===== src/rtl/mining_target_check.sv =====
// rtl/mining_target_check.sv - word-serial digest <= target comparator with early exit
// Optional hit counter enabled by defining MINING_HIT_COUNT_EN.
module mining_target_check #(
  parameter int WORD_W = 32,
  parameter int NWORDS = 8
) (
  input  logic                       clock,
  input  logic                       reset,
  input  logic                       target_load,
  input  logic [WORD_W*NWORDS-1:0]   target_in,
  input  logic                       digest_valid,
  input  logic [WORD_W*NWORDS-1:0]   digest,
  output logic                       busy,
  output logic                       done,
  output logic                       fine_mining,
  output logic                       err_overrun,
  output logic [31:0]                hit_count
);

  localparam int DW = WORD_W * NWORDS;
  localparam int IW = (NWORDS > 1) ? $clog2(NWORDS) : 1;
  localparam logic [IW-1:0] IDX_TOP = IW'(NWORDS - 1);

  typedef enum logic {IDLE, CMP} state_t;

  state_t            state_q;
  logic [DW-1:0]     pend_tgt_q;
  logic [DW-1:0]     work_tgt_q;
  logic [DW-1:0]     work_tgt_d;
  logic [DW-1:0]     dig_q;
  logic [IW-1:0]     idx_q;
  logic              busy_q;
  logic              done_q;
  logic              fine_q;
  logic              err_q;

  logic [WORD_W-1:0] dig_word;
  logic [WORD_W-1:0] tgt_word;
  logic              word_lt;
  logic              word_gt;
  logic              finish;
  logic              hit;

  always_comb begin
    dig_word = '0;
    tgt_word = '0;
    for (int i = 0; i < NWORDS; i++) begin
      if (idx_q == IW'(i)) begin
        dig_word = dig_q[i*WORD_W +: WORD_W];
        tgt_word = work_tgt_q[i*WORD_W +: WORD_W];
      end
    end
  end

  assign word_lt = (dig_word < tgt_word);
  assign word_gt = (dig_word > tgt_word);
  // Equal on the last word means digest == target, which still counts as a hit.
  assign finish  = (state_q == CMP) && (word_lt || word_gt || (idx_q == '0));
  assign hit     = finish && !word_gt;

  // A load on the accepting edge must win over the stale pending value.
  assign work_tgt_d = target_load ? target_in : pend_tgt_q;

  always_ff @(posedge clock or posedge reset) begin
    if (reset) begin
      state_q    <= IDLE;
      pend_tgt_q <= '0;
      work_tgt_q <= '0;
      dig_q      <= '0;
      idx_q      <= '0;
      busy_q     <= 1'b0;
      done_q     <= 1'b0;
      fine_q     <= 1'b0;
      err_q      <= 1'b0;
    end else begin
      done_q <= 1'b0;
      if (target_load) pend_tgt_q <= target_in;
      if (digest_valid && busy_q) err_q <= 1'b1;
      case (state_q)
        IDLE: begin
          if (digest_valid) begin
            dig_q      <= digest;
            work_tgt_q <= work_tgt_d;
            idx_q      <= IDX_TOP;
            fine_q     <= 1'b0;
            busy_q     <= 1'b1;
            state_q    <= CMP;
          end
        end
        CMP: begin
          if (finish) begin
            fine_q  <= hit;
            done_q  <= 1'b1;
            busy_q  <= 1'b0;
            state_q <= IDLE;
          end else begin
            idx_q <= idx_q - 1'b1;
          end
        end
        default: state_q <= IDLE;
      endcase
    end
  end

`ifdef MINING_HIT_COUNT_EN
  logic [31:0] hit_cnt_q;

  always_ff @(posedge clock or posedge reset) begin
    if (reset) hit_cnt_q <= '0;
    else if (hit) hit_cnt_q <= hit_cnt_q + 32'd1;
  end

  assign hit_count = hit_cnt_q;
`else
  assign hit_count = '0;
`endif

  assign busy        = busy_q;
  assign done        = done_q;
  assign fine_mining = fine_q;
  assign err_overrun = err_q;

endmodule


===== config.mk =====
export PLATFORM = sky130hd
export DESIGN_NAME = mining_target_check
export DESIGN_NICKNAME = d
export VERILOG_FILES = /design/src/rtl/mining_target_check.sv
export SDC_FILE = /design/constraint.sdc
export NUM_CORES = 2
export LEC_CHECK = 0
export BUFFER_PORTS_ARGS = -buffer_cell sky130_fd_sc_hd__buf_4
export CAP_MARGIN = 20
export CORE_ASPECT_RATIO = 0.8
export CORE_MARGIN = 1.5
export CORE_UTILIZATION = 35
export DETAILED_ROUTE_END_ITERATION = 12
export MAX_ROUTING_LAYER = met4
export PLACE_DENSITY = 0.6
export SYNTH_ARGS = -nofsm -noshare
export SYNTH_HDL_FRONTEND = slang
export SYNTH_SLANG_ARGS = --single-unit
export TNS_END_PERCENT = 50

===== constraint.sdc =====
create_clock -name clock -period 45 [get_ports clock]
set_input_delay 2.25 -clock clock [delete_from_list [all_inputs] [get_ports clock]]
set_output_delay 2.25 -clock clock [all_outputs]
set_load 0.05 [all_outputs]

==> reports/summary.txt <==
Worst Setup Start Kind -> flop
CP endpoint kind -> flop
Post-synthesis register bit count -> 776
Routed Antenna Nets -> 0
Fraction of layout cells with a size suffix above 1 -> 26.6%
Site Rows -> 102
Crit Path Max Fanout -> 61
Initial DRC count -> 2028
Hold Slack -> 0.468 ns
Worst skew pair latency -> 0.65 ns
Slew @ Worst Pin -> 1.11 ns
Drt first pass iters -> 5
Req. time, crit path -> 45.53 ns
Port Buffers -> 519
CTS Buffer Depth -> 3
Ys async rst share -> 100%
Syn_area_per_cell -> 9.98 µm²
Min Tclk post-route -> 6.14 ns
Commonest non-fill, non-tap cell in the layout -> nand2_1
Clock slew seen by the registers of the worst setup and hold paths -> 0.06 ns
CP Class -> reg -> reg
Initial antenna violation count -> 26
CTS root buffer -> clkbuf_16
Sequential Power Share -> 44.9%
Drt wl/cell -> 20.8 µm
Via count -> 25300
Vias in the first global route -> 24700
Library cells used by synthesis -> 44
# IOs -> 552
Yosys warns -> 0
Top FF cell, synth -> dfrtp_1
Fmax -> 163 MHz
RSZ-0062 raised after global routing -> false
Placed Cells -> 5050
Total clock sinks -> 776
Total Power -> 1.87 mW
Leading area contributor after synthesis -> dfrtp_1
Combinational share of power -> 18.1%
Hpwl dp -> 74900 µm
Sequential area share after synthesis -> 56.9%
Height of the die -> 282 µm
Ranking of synthesized cells by area -> dfrtp_1, nand2_1, mux2_2
P_int -> 1.34 mW
Chip Width -> 352 µm
CTS tree -> done
DR vias/cell -> 4.85
Power per cell area -> 44.8 mW/mm²
Clock skew -> 0.0233 ns
Leakage -> 20.7 nW
Setup-failing EPs final -> 0
Area grow syn2layout -> 22.4%
Global-route wire length before repair -> 159000 µm
Most frequent cells in the layout -> nand2_1, dfrtp_1, buf_4
Count of final max-slew check failures -> 0
WL final -> 108000 µm
Max VDD drop -> 0.0250 mV
CTS-repair resized insts -> 0
Die area -> 0.0994 mm²
CTS buffer count -> 82
Worst Hold Class -> reg -> reg
Synth top area share -> 56.9%
Switching portion of total power -> 28.5%
Crit share post-route -> 13.6%
Setup TNS -> 0 ns
Starting density of the core -> 35.3%
# nets final -> 4390
Synth Instances -> 3419
Slew margin rel. -> 25.9%
DR DRC count -> 0
H-tree levels -> 3
Routability cong. -> 0.844
GRT Total Usage -> 22.0%
GRT overflow -> 0
Clock share of power -> 37.0%
Post-synth EDFFs -> 0
Largest net degree at the start of global routing -> 236
Area of the core -> 0.0967 mm²
Max cap viols -> 0
CTS Hold Bufs -> 0
Final hold viol count -> 0
Status -> finished clean
Post-Syn Area -> 0.0341 mm²
Non-filler cells, final -> 5215
Setup bufs post-CTS -> 0
Sw power -> 0.534 mW
Arr. time, crit path -> 6.66 ns
==> synthesized netlist by cell type (3+ instances only) <==
cell type	count
nand2_1	1703
dfrtp_1	776
mux2_2	256
clkbuf_1	153
o21ai_1	73
mux4_2	64
o21ai_0	58
buf_2	48
a22oi_1	44
ha_1	37
a22o_1	33
buf_4	32
mux2i_1	32
a22oi_2	19
a21oi_1	13
buf_1	8
nand4_1	8
nor2_1	8
buf_6	7
nor3_1	7
a211oi_2	4
nand3_1	4
nor2b_1	4
inv_1	3
==> stage by stage <==
step / cell area [µm²] / worst slack (ns) / utilization [%]
2_1_floorplan: 34200 / 20.97 / -
3_3_place_gp: 38900 / 39.06 / 40.2
3_5_place_dp: 38900 / 38.99 / 40.2
4_1_cts: 41600 / 38.99 / 43.1
5_1_grt: 41800 / 38.49 / 43.2
6_report: 41800 / 38.86 / 43.2
==> layout make-up <==
class,instances,area [µm²]
clock buffers,119,2440
fillers,9479,55000
inverters,3,18.8
clock inverters,23,268
flip-flops and latches,776,19400
repair buffers,551,4240
multi-input cells,2423,13700
diodes,20,50.0
well taps,1300,1630
==> worst paths after layout <==
kind | start | to | slack, ns | cells past startpoint
worst max register to register | idx_q[0]$_DFFE_PP0P_ | idx_q[1]$_DFFE_PP0P_ | 38.86 | 16
worst min register to register | work_tgt_q[77]$_DFFE_PP0P_ | work_tgt_q[77]$_DFFE_PP0P_ | 0.47 | 2
worst max-delay path | idx_q[0]$_DFFE_PP0P_ | idx_q[1]$_DFFE_PP0P_ | 38.86 | 16
worst min-delay path | work_tgt_q[77]$_DFFE_PP0P_ | work_tgt_q[77]$_DFFE_PP0P_ | 0.47 | 2
min in group asynchronous | reset | pend_tgt_q[40]$_DFF_PP0_ | 1.73 | 2
max in group asynchronous | reset | dig_q[169]$_DFFE_PP0P_ | 40.21 | 5
==> worst max-delay path, stage by stage (launching register included) <==
cell and delay, ns:
dfrtp_1 0.47, inv_1 0.20, ha_2 0.19, buf_4 0.42
nor2b_4 0.23, buf_4 0.52, buf_4 0.82, a22oi_1 0.17
o21ai_0 0.82, mux4_2 0.44, ha_1 0.27, a211oi_2 0.21
a211oi_2 0.12, a2111oi_4 0.31, o211ai_2 0.23, o211a_1 0.27
o31a_1 0.23
==> logic make-up (layout without fill, tap and decap cells) <==
| group | Yosys count | in the layout | synth area share [%] |
|---|---|---|---|
| DFF | 776 | 776 | 56.9 |
| adders and majority gates | 37 | 37 | 1.36 |
| muxes | 352 | 352 | 13.6 |
| AOI/OAI and AO/OA | 257 | 257 | 5.25 |
| buffers and inverters | 251 | 696 | 3.44 |
| other | 1 | 52 | 0.0110 |
| and+or+nand+nor | 1745 | 1745 | 19.4 |
==> flip-flops by register name, indices dropped and copies added (netlist names) <==
register     flops
pend_tgt_q     256
state_q          1
idx_q            3
work_tgt_q     256
busy             1
dig_q          256
done             1
fine_mining      1
err_overrun      1
==> power groups by stage <==
stage / registers, mW / logic (mW) / clock network, mW
final: 0.840 / 0.340 / 0.693
after global routing: 0.851 / 0.378 / 0.737
after CTS: 0.840 / 0.343 / 0.708
after detailed placement: 0.852 / 0.342 / 0
after global placement: 0.850 / 0.337 / 0
after floorplan: 0.834 / 0.234 / 0
==> layer usage <==
| layer | vias to the layer above | GRT usage, % | share of wire (%) |
|---|---|---|---|
| li1 | 11900 | - | - |
| met1 | 12500 | 30.1 | 46 |
| met2 | 667 | 31.9 | 45 |
| met3 | 153 | 5.53 | 6.6 |
| met4 | 0 | 7.32 | 2.8 |
| met5 | - | - | 0 |
Power figures use the tool's default switching activity.
